--- src/rtl/spmv_stream_fifo_if.sv ---
// Valid/ready stream bundle used on both sides of the SpMV stream FIFO.
// master drives valid/data and observes ready; slave does the reverse.
interface spmv_stream_fifo_if #(
  parameter int DATA_WIDTH = 32
) ();
  logic                  valid;
  logic                  ready;
  logic [DATA_WIDTH-1:0] data;

  modport master (output valid, output data, input  ready);
  modport slave  (input  valid, input  data, output ready);
endinterface

--- src/rtl/spmv_stream_fifo.sv ---
// Show-ahead FIFO between SpMV pipeline stages. Any depth >= 2; pointers
// wrap explicitly at FIFO_DEPTH-1 so non-power-of-two depths need no modulo.
// The head entry is visible on out_if.data before it is popped.
module spmv_stream_fifo #(
  parameter int DATA_WIDTH    = 32,
  parameter int FIFO_DEPTH    = 16,
  parameter int ADDR_WIDTH    = $clog2(FIFO_DEPTH),
  parameter int AFULL_THRESH  = FIFO_DEPTH - 2,
  parameter int AEMPTY_THRESH = 2
) (
  input  logic                  clk,
  input  logic                  rst,
  input  logic                  flush,
  spmv_stream_fifo_if.slave     in_if,
  spmv_stream_fifo_if.master    out_if,
  output logic [ADDR_WIDTH:0]   count,
  output logic                  almost_full,
  output logic                  almost_empty,
  output logic                  overflow
);

  localparam logic [ADDR_WIDTH:0]   DEPTH_CNT  = (ADDR_WIDTH+1)'(FIFO_DEPTH);
  localparam logic [ADDR_WIDTH:0]   AFULL_CNT  = (ADDR_WIDTH+1)'(AFULL_THRESH);
  localparam logic [ADDR_WIDTH:0]   AEMPTY_CNT = (ADDR_WIDTH+1)'(AEMPTY_THRESH);
  localparam logic [ADDR_WIDTH-1:0] LAST_PTR   = ADDR_WIDTH'(FIFO_DEPTH - 1);

  logic [DATA_WIDTH-1:0] mem [FIFO_DEPTH];
  logic [ADDR_WIDTH-1:0] rd_ptr;
  logic [ADDR_WIDTH-1:0] wr_ptr;
  logic                  full;
  logic                  empty;
  logic                  push;
  logic                  pop;

  function automatic logic [ADDR_WIDTH-1:0] next_ptr(input logic [ADDR_WIDTH-1:0] p);
    return (p == LAST_PTR) ? '0 : p + 1'b1;
  endfunction

  // Handshakes and flags derive from count alone; a pop never frees a slot
  // for a same-cycle push, and a push never reaches out_data in the same cycle.
  assign full         = (count == DEPTH_CNT);
  assign empty        = (count == '0);
  assign in_if.ready  = !full;
  assign out_if.valid = !empty;
  assign push         = in_if.valid & !full;
  assign pop          = !empty & out_if.ready;
  assign out_if.data  = empty ? '0 : mem[rd_ptr];
  assign almost_full  = (count >= AFULL_CNT);
  assign almost_empty = (count <= AEMPTY_CNT);

  // Storage array: written on an accepted push, deliberately not reset.
  always_ff @(posedge clk) begin
    if (push && !flush) begin
      mem[wr_ptr] <= in_if.data;
    end
  end

  // Pointers, occupancy and sticky overflow; flush overrides any handshake.
  always_ff @(posedge clk or posedge rst) begin
    if (rst) begin
      rd_ptr   <= '0;
      wr_ptr   <= '0;
      count    <= '0;
      overflow <= 1'b0;
    end else if (flush) begin
      rd_ptr   <= '0;
      wr_ptr   <= '0;
      count    <= '0;
      overflow <= 1'b0;
    end else begin
      if (push) begin
        wr_ptr <= next_ptr(wr_ptr);
      end
      if (pop) begin
        rd_ptr <= next_ptr(rd_ptr);
      end
      case ({push, pop})
        2'b10:   count <= count + 1'b1;
        2'b01:   count <= count - 1'b1;
        default: count <= count;
      endcase
      if (in_if.valid && full) begin
        overflow <= 1'b1;
      end
    end
  end

endmodule

--- src/flat_wrapper.sv ---
// flat-port wrapper written by rule: the top's interface ports become plain ports
module spmv_stream_fifo_flat 
#(
  parameter int DATA_WIDTH    = 32,
  parameter int FIFO_DEPTH    = 16,
  parameter int ADDR_WIDTH    = $clog2(FIFO_DEPTH),
  parameter int AFULL_THRESH  = FIFO_DEPTH - 2,
  parameter int AEMPTY_THRESH = 2
)
  (clk, rst, flush, count, almost_full, almost_empty, overflow, in_if_valid, in_if_data, in_if_ready, out_if_valid, out_if_data, out_if_ready);
  spmv_stream_fifo_if #(.DATA_WIDTH(DATA_WIDTH)) in_if_i ();
  spmv_stream_fifo_if #(.DATA_WIDTH(DATA_WIDTH)) out_if_i ();
  input  logic clk;
  input  logic rst;
  input  logic flush;
  output logic [ADDR_WIDTH:0] count;
  output logic almost_full;
  output logic almost_empty;
  output logic overflow;
  input wire logic [$bits(in_if_i.valid)-1:0] in_if_valid;
  input wire logic [$bits(in_if_i.data)-1:0] in_if_data;
  output wire logic [$bits(in_if_i.ready)-1:0] in_if_ready;
  output wire logic [$bits(out_if_i.valid)-1:0] out_if_valid;
  output wire logic [$bits(out_if_i.data)-1:0] out_if_data;
  input wire logic [$bits(out_if_i.ready)-1:0] out_if_ready;
  assign in_if_i.valid = in_if_valid;
  assign in_if_i.data = in_if_data;
  assign in_if_ready = in_if_i.ready;
  assign out_if_valid = out_if_i.valid;
  assign out_if_data = out_if_i.data;
  assign out_if_i.ready = out_if_ready;
  spmv_stream_fifo #(.DATA_WIDTH(DATA_WIDTH), .FIFO_DEPTH(FIFO_DEPTH), .ADDR_WIDTH(ADDR_WIDTH), .AFULL_THRESH(AFULL_THRESH), .AEMPTY_THRESH(AEMPTY_THRESH)) u_core (.clk(clk), .rst(rst), .flush(flush), .in_if(in_if_i), .out_if(out_if_i), .count(count), .almost_full(almost_full), .almost_empty(almost_empty), .overflow(overflow));
endmodule
--- config.mk ---
export PLATFORM = sky130hd
export DESIGN_NAME = spmv_stream_fifo_flat
export DESIGN_NICKNAME = d
export VERILOG_FILES = /design/src/rtl/spmv_stream_fifo_if.sv /design/src/rtl/spmv_stream_fifo.sv /design/src/flat_wrapper.sv
export SDC_FILE = /design/constraint.sdc
export NUM_CORES = 1
export LEC_CHECK = 0
export BUFFER_PORTS_ARGS = -buffer_cell sky130_fd_sc_hd__buf_2
export CAP_MARGIN = 20
export CORE_ASPECT_RATIO = 1.2
export CORE_UTILIZATION = 45
export CTS_BUF_LIST = sky130_fd_sc_hd__clkbuf_8
export DETAILED_ROUTE_END_ITERATION = 7
export PLACE_DENSITY_LB_ADDON = 0.3
export SLEW_MARGIN = 10
export SYNTH_ARGS = -nofsm -noshare
export SYNTH_HDL_FRONTEND = slang
export SYNTH_SLANG_ARGS = --single-unit
--- constraint.sdc ---
create_clock -name clk -period 9.25 [get_ports clk]
set_clock_uncertainty 0.15 [all_clocks]
set_input_delay 0.925 -clock clk [delete_from_list [all_inputs] [get_ports clk]]
set_output_delay 0.925 -clock clk [all_outputs]
set_load 0.02 [all_outputs]
==> metrics <==
status=finished clean; adder and majority cell fraction of the synthesized area=0.4300%; Setup TNS Final=0 ns; final hold violations=0; # setup viols final=0; Post-route DRC=0; Tot Pwr=~5.8 mW; RR Endpoint=u_core.count[4]; fraction of registers with async set or reset after synthesis=2.662%; M3 GR Usage=between 2 and 3%; number of distinct library cells after synthesis=40; max-slew violation count=0; crit-path max FO=40; # rows=85; die area=46120 µm²; Resize count post-CTS=0; total grt overflow=0; initial antenna violation count=3; maxcap violations=0; crit end category=primary output; post-synthesis register bit count=526; simple-gate portion of the synthesized area=1.444%; core area=44770 µm²; CTS tree=built; met2 GRT Util=32.54%; Pre-antenna DRT Iters=4; Final nets=roughly 1100; synthesized area per cell=22.38 µm²; Starting DRT DRC Count=626; mux contribution to synthesized area=17.50%; HPWL Detailed=20580 µm; Compound-Gate Fraction of Synth Area=1.843%; gr usage total=19.09%; headroom to the max-slew limit=41.54%; die width=196.2 µm; DRT antenna net count=0; Register-to-Register Path Depth=9; share of layout cells above drive strength 1=32.24%; FILL cells=3472; Hold Path Class=in2async; Post-Synth XOR/XNOR Area=0.3010%; DR WL/cell=approximately 25 µm; Num CTS Buffers=79; Initial Util=45.49%; worst slew pin tran=about 0.88 ns; boundary pin count=79; routing usage on met1=24.71%; post-layout min period=5.031 ns; Data required, critical path=between 8 and 9 ns; Mapped Area=20370 µm²; number of global-route vias before repair=10250; period utilisation layout=54.39%; Final Wtd Congestion=0.6982; RSZ-0062 raised after global routing=no; Ys Warns=0; sequential-to-total area share from yosys stat=between 70% and 80%; largest family of logic cells by synthesized area=multiplexers; via count=9502; leakage power=7.209 nW; P per Cell Area=249.7 nW/µm²; Worst-path clk slew=0.06 ns; VDD IR-drop max=0.1393 mV; prevailing post-synth register cell=edfxtp_1; Post-synth EDFFs=between 500 and 600; busiest grt layer=met2; post-CTS setup buffers=0; first-pass GRT wire length=63970 µm; htree depth=3; CP Data Arrival Time=slightly below 4 ns; fmax=198.8 MHz; clk buf depth=3; TritonCTS Sinks=526; syn nets=954; r2r setup slk=~6.1 ns; Mapped Cells=between 900 and 1000; largest net degree at the start of global routing=52; Die Ht=235.1 µm; CP startpoint kind=register; clk_lat worst skew=0.61 ns; Avg Vias per Cell=5.563; kind of critical path=reg2out; CTS Hold Buffers Added=0; FF-to-FF Start=u_core.count[1]; Total Routed Length=42340 µm; IO buf count=78; area grow syn2layout=13.27%; clock root cell=clkbuf_8
layout make-up:
class / count / area [µm²] / share of cell area [%]
Antenna cell: 1 / 2.502 / 0.01085
Clock buffer: 80 / 1101 / 4.773
Clock inverter: 58 / 352.8 / 1.529
Sequential cell: 526 / 15740 / 68.21
Timing Repair Buffer: 102 / 603.1 / 2.614
Multi-Input combinational cell: 328 / 4497 / 19.49
Inverter: 4 / 15.01 / 0.06508
Tap cell: 609 / 762.0 / 3.303
critical path: stages (launching register included):
cell	delay (ns)
dfrtp_4	0.96
buf_4	0.67
buf_4	0.57
mux4_2	0.57
mux2i_1	0.17
o22ai_1	0.14
buf_2	0.21
flip-flops by register name (all words and copies together), names as in the netlist:
register and flops:
u_core.count 5, u_core.mem 512, u_core.overflow 1, u_core.rd_ptr 4
u_core.wr_ptr 4
routing by layer:
metal	routed length (µm)	vias to the layer above	share of wire, %
met4	921	4	2.2
met5	20	-	0.047
met3	2118	70	5.0
met1	17530	5060	41
met2	21740	266	51
li1	-	4102	-
worst max-delay path by stage:
stage / start / end / slack (ns) / depth (start not counted)
after global placement: u_core.rd_ptr[0] / out_if_data[6] / 4.69 / 6
after floorplan: in_if_valid / u_core.mem[0][0] / 4.66 / 5
after detailed placement: u_core.rd_ptr[0] / out_if_data[6] / 4.71 / 6
final: u_core.rd_ptr[0] / out_if_data[6] / 4.22 / 6
after CTS: u_core.rd_ptr[0] / out_if_data[6] / 4.02 / 6
after global routing: u_core.rd_ptr[0] / out_if_data[6] / 3.86 / 6
cells in the final DEF, fill, tap and decap left out, types with 2 or more instances in the layout:
master        n
nor2_4       12
xor2_1        6
a31oi_1       2
nand3_1       3
clkbuf_8     80
nor3_2        4
ha_1          7
nand2_1      13
dfrtp_1      11
buf_2        78
or3_1         2
mux4_2      128
mux2i_1      68
inv_1        25
clkinv_2     11
dfrtp_4       3
bufinv_16     4
clkinv_1     18
nand2b_1      5
a21oi_1       8
nor2_1       15
buf_4        22
clkinvlp_4    3
o21ai_0       2
o22ai_1      32
edfxtp_1    512
where the power goes:
| group | switching (mW) | total, mW | internal (mW) |
|---|---|---|---|
| Combinational | 0.679 | 1.25 | 0.571 |
| Clock | 0.842 | 1.76 | 0.918 |
| Sequential | 0.0970 | 2.75 | 2.65 |
cells by family after synthesis:
group / count (synthesis)
adders and majority gates: 7
muxes: 196
AOI/OAI and AO/OA: 56
and+or+nand+nor: 62
DFF: 526
buffers and inverters: 56
xor gates and xnor gates: 7
stage by stage:
stage | worst slack [ns] | hold WS [ns] | util [%] | cell area, µm² | instances
floorplan | 4.661 | 0.3943 | - | 20370 | 910
global placement | 4.695 | 0.3350 | 48.17 | 21570 | 1567
detailed placement | 4.705 | 0.3417 | 48.23 | 21590 | 1568
CTS | 4.022 | 0.2014 | 51.47 | 23050 | 1706
global route | 3.864 | 0.2677 | 51.52 | 23070 | 1708
finish | 4.219 | 0.2191 | 51.52 | 23070 | 1708
synth_stat cells (2+ instances only):
library cell  number  share of area [%]
o21ai_0            2              0.049
clkbuf_1          16               0.29
nor3_1             5               0.12
mux4_2           128                 14
dfrtp_1           14                1.7
nand3_1            3              0.074
mux2i_1           68                3.3
inv_1              4              0.074
edfxtp_1         512                 75
nor2_1            27               0.50
or3_1              2              0.061
nand2b_1           6               0.18
a31oi_1            2              0.061
a21oi_1            8               0.20
buf_2             28               0.69
o22ai_1           32               0.98
xor2_1             6               0.26
buf_1              5              0.092
ha_1               7               0.43
buf_4              2              0.074
nand2_1           14               0.26
Power figures use the tool's default switching activity.
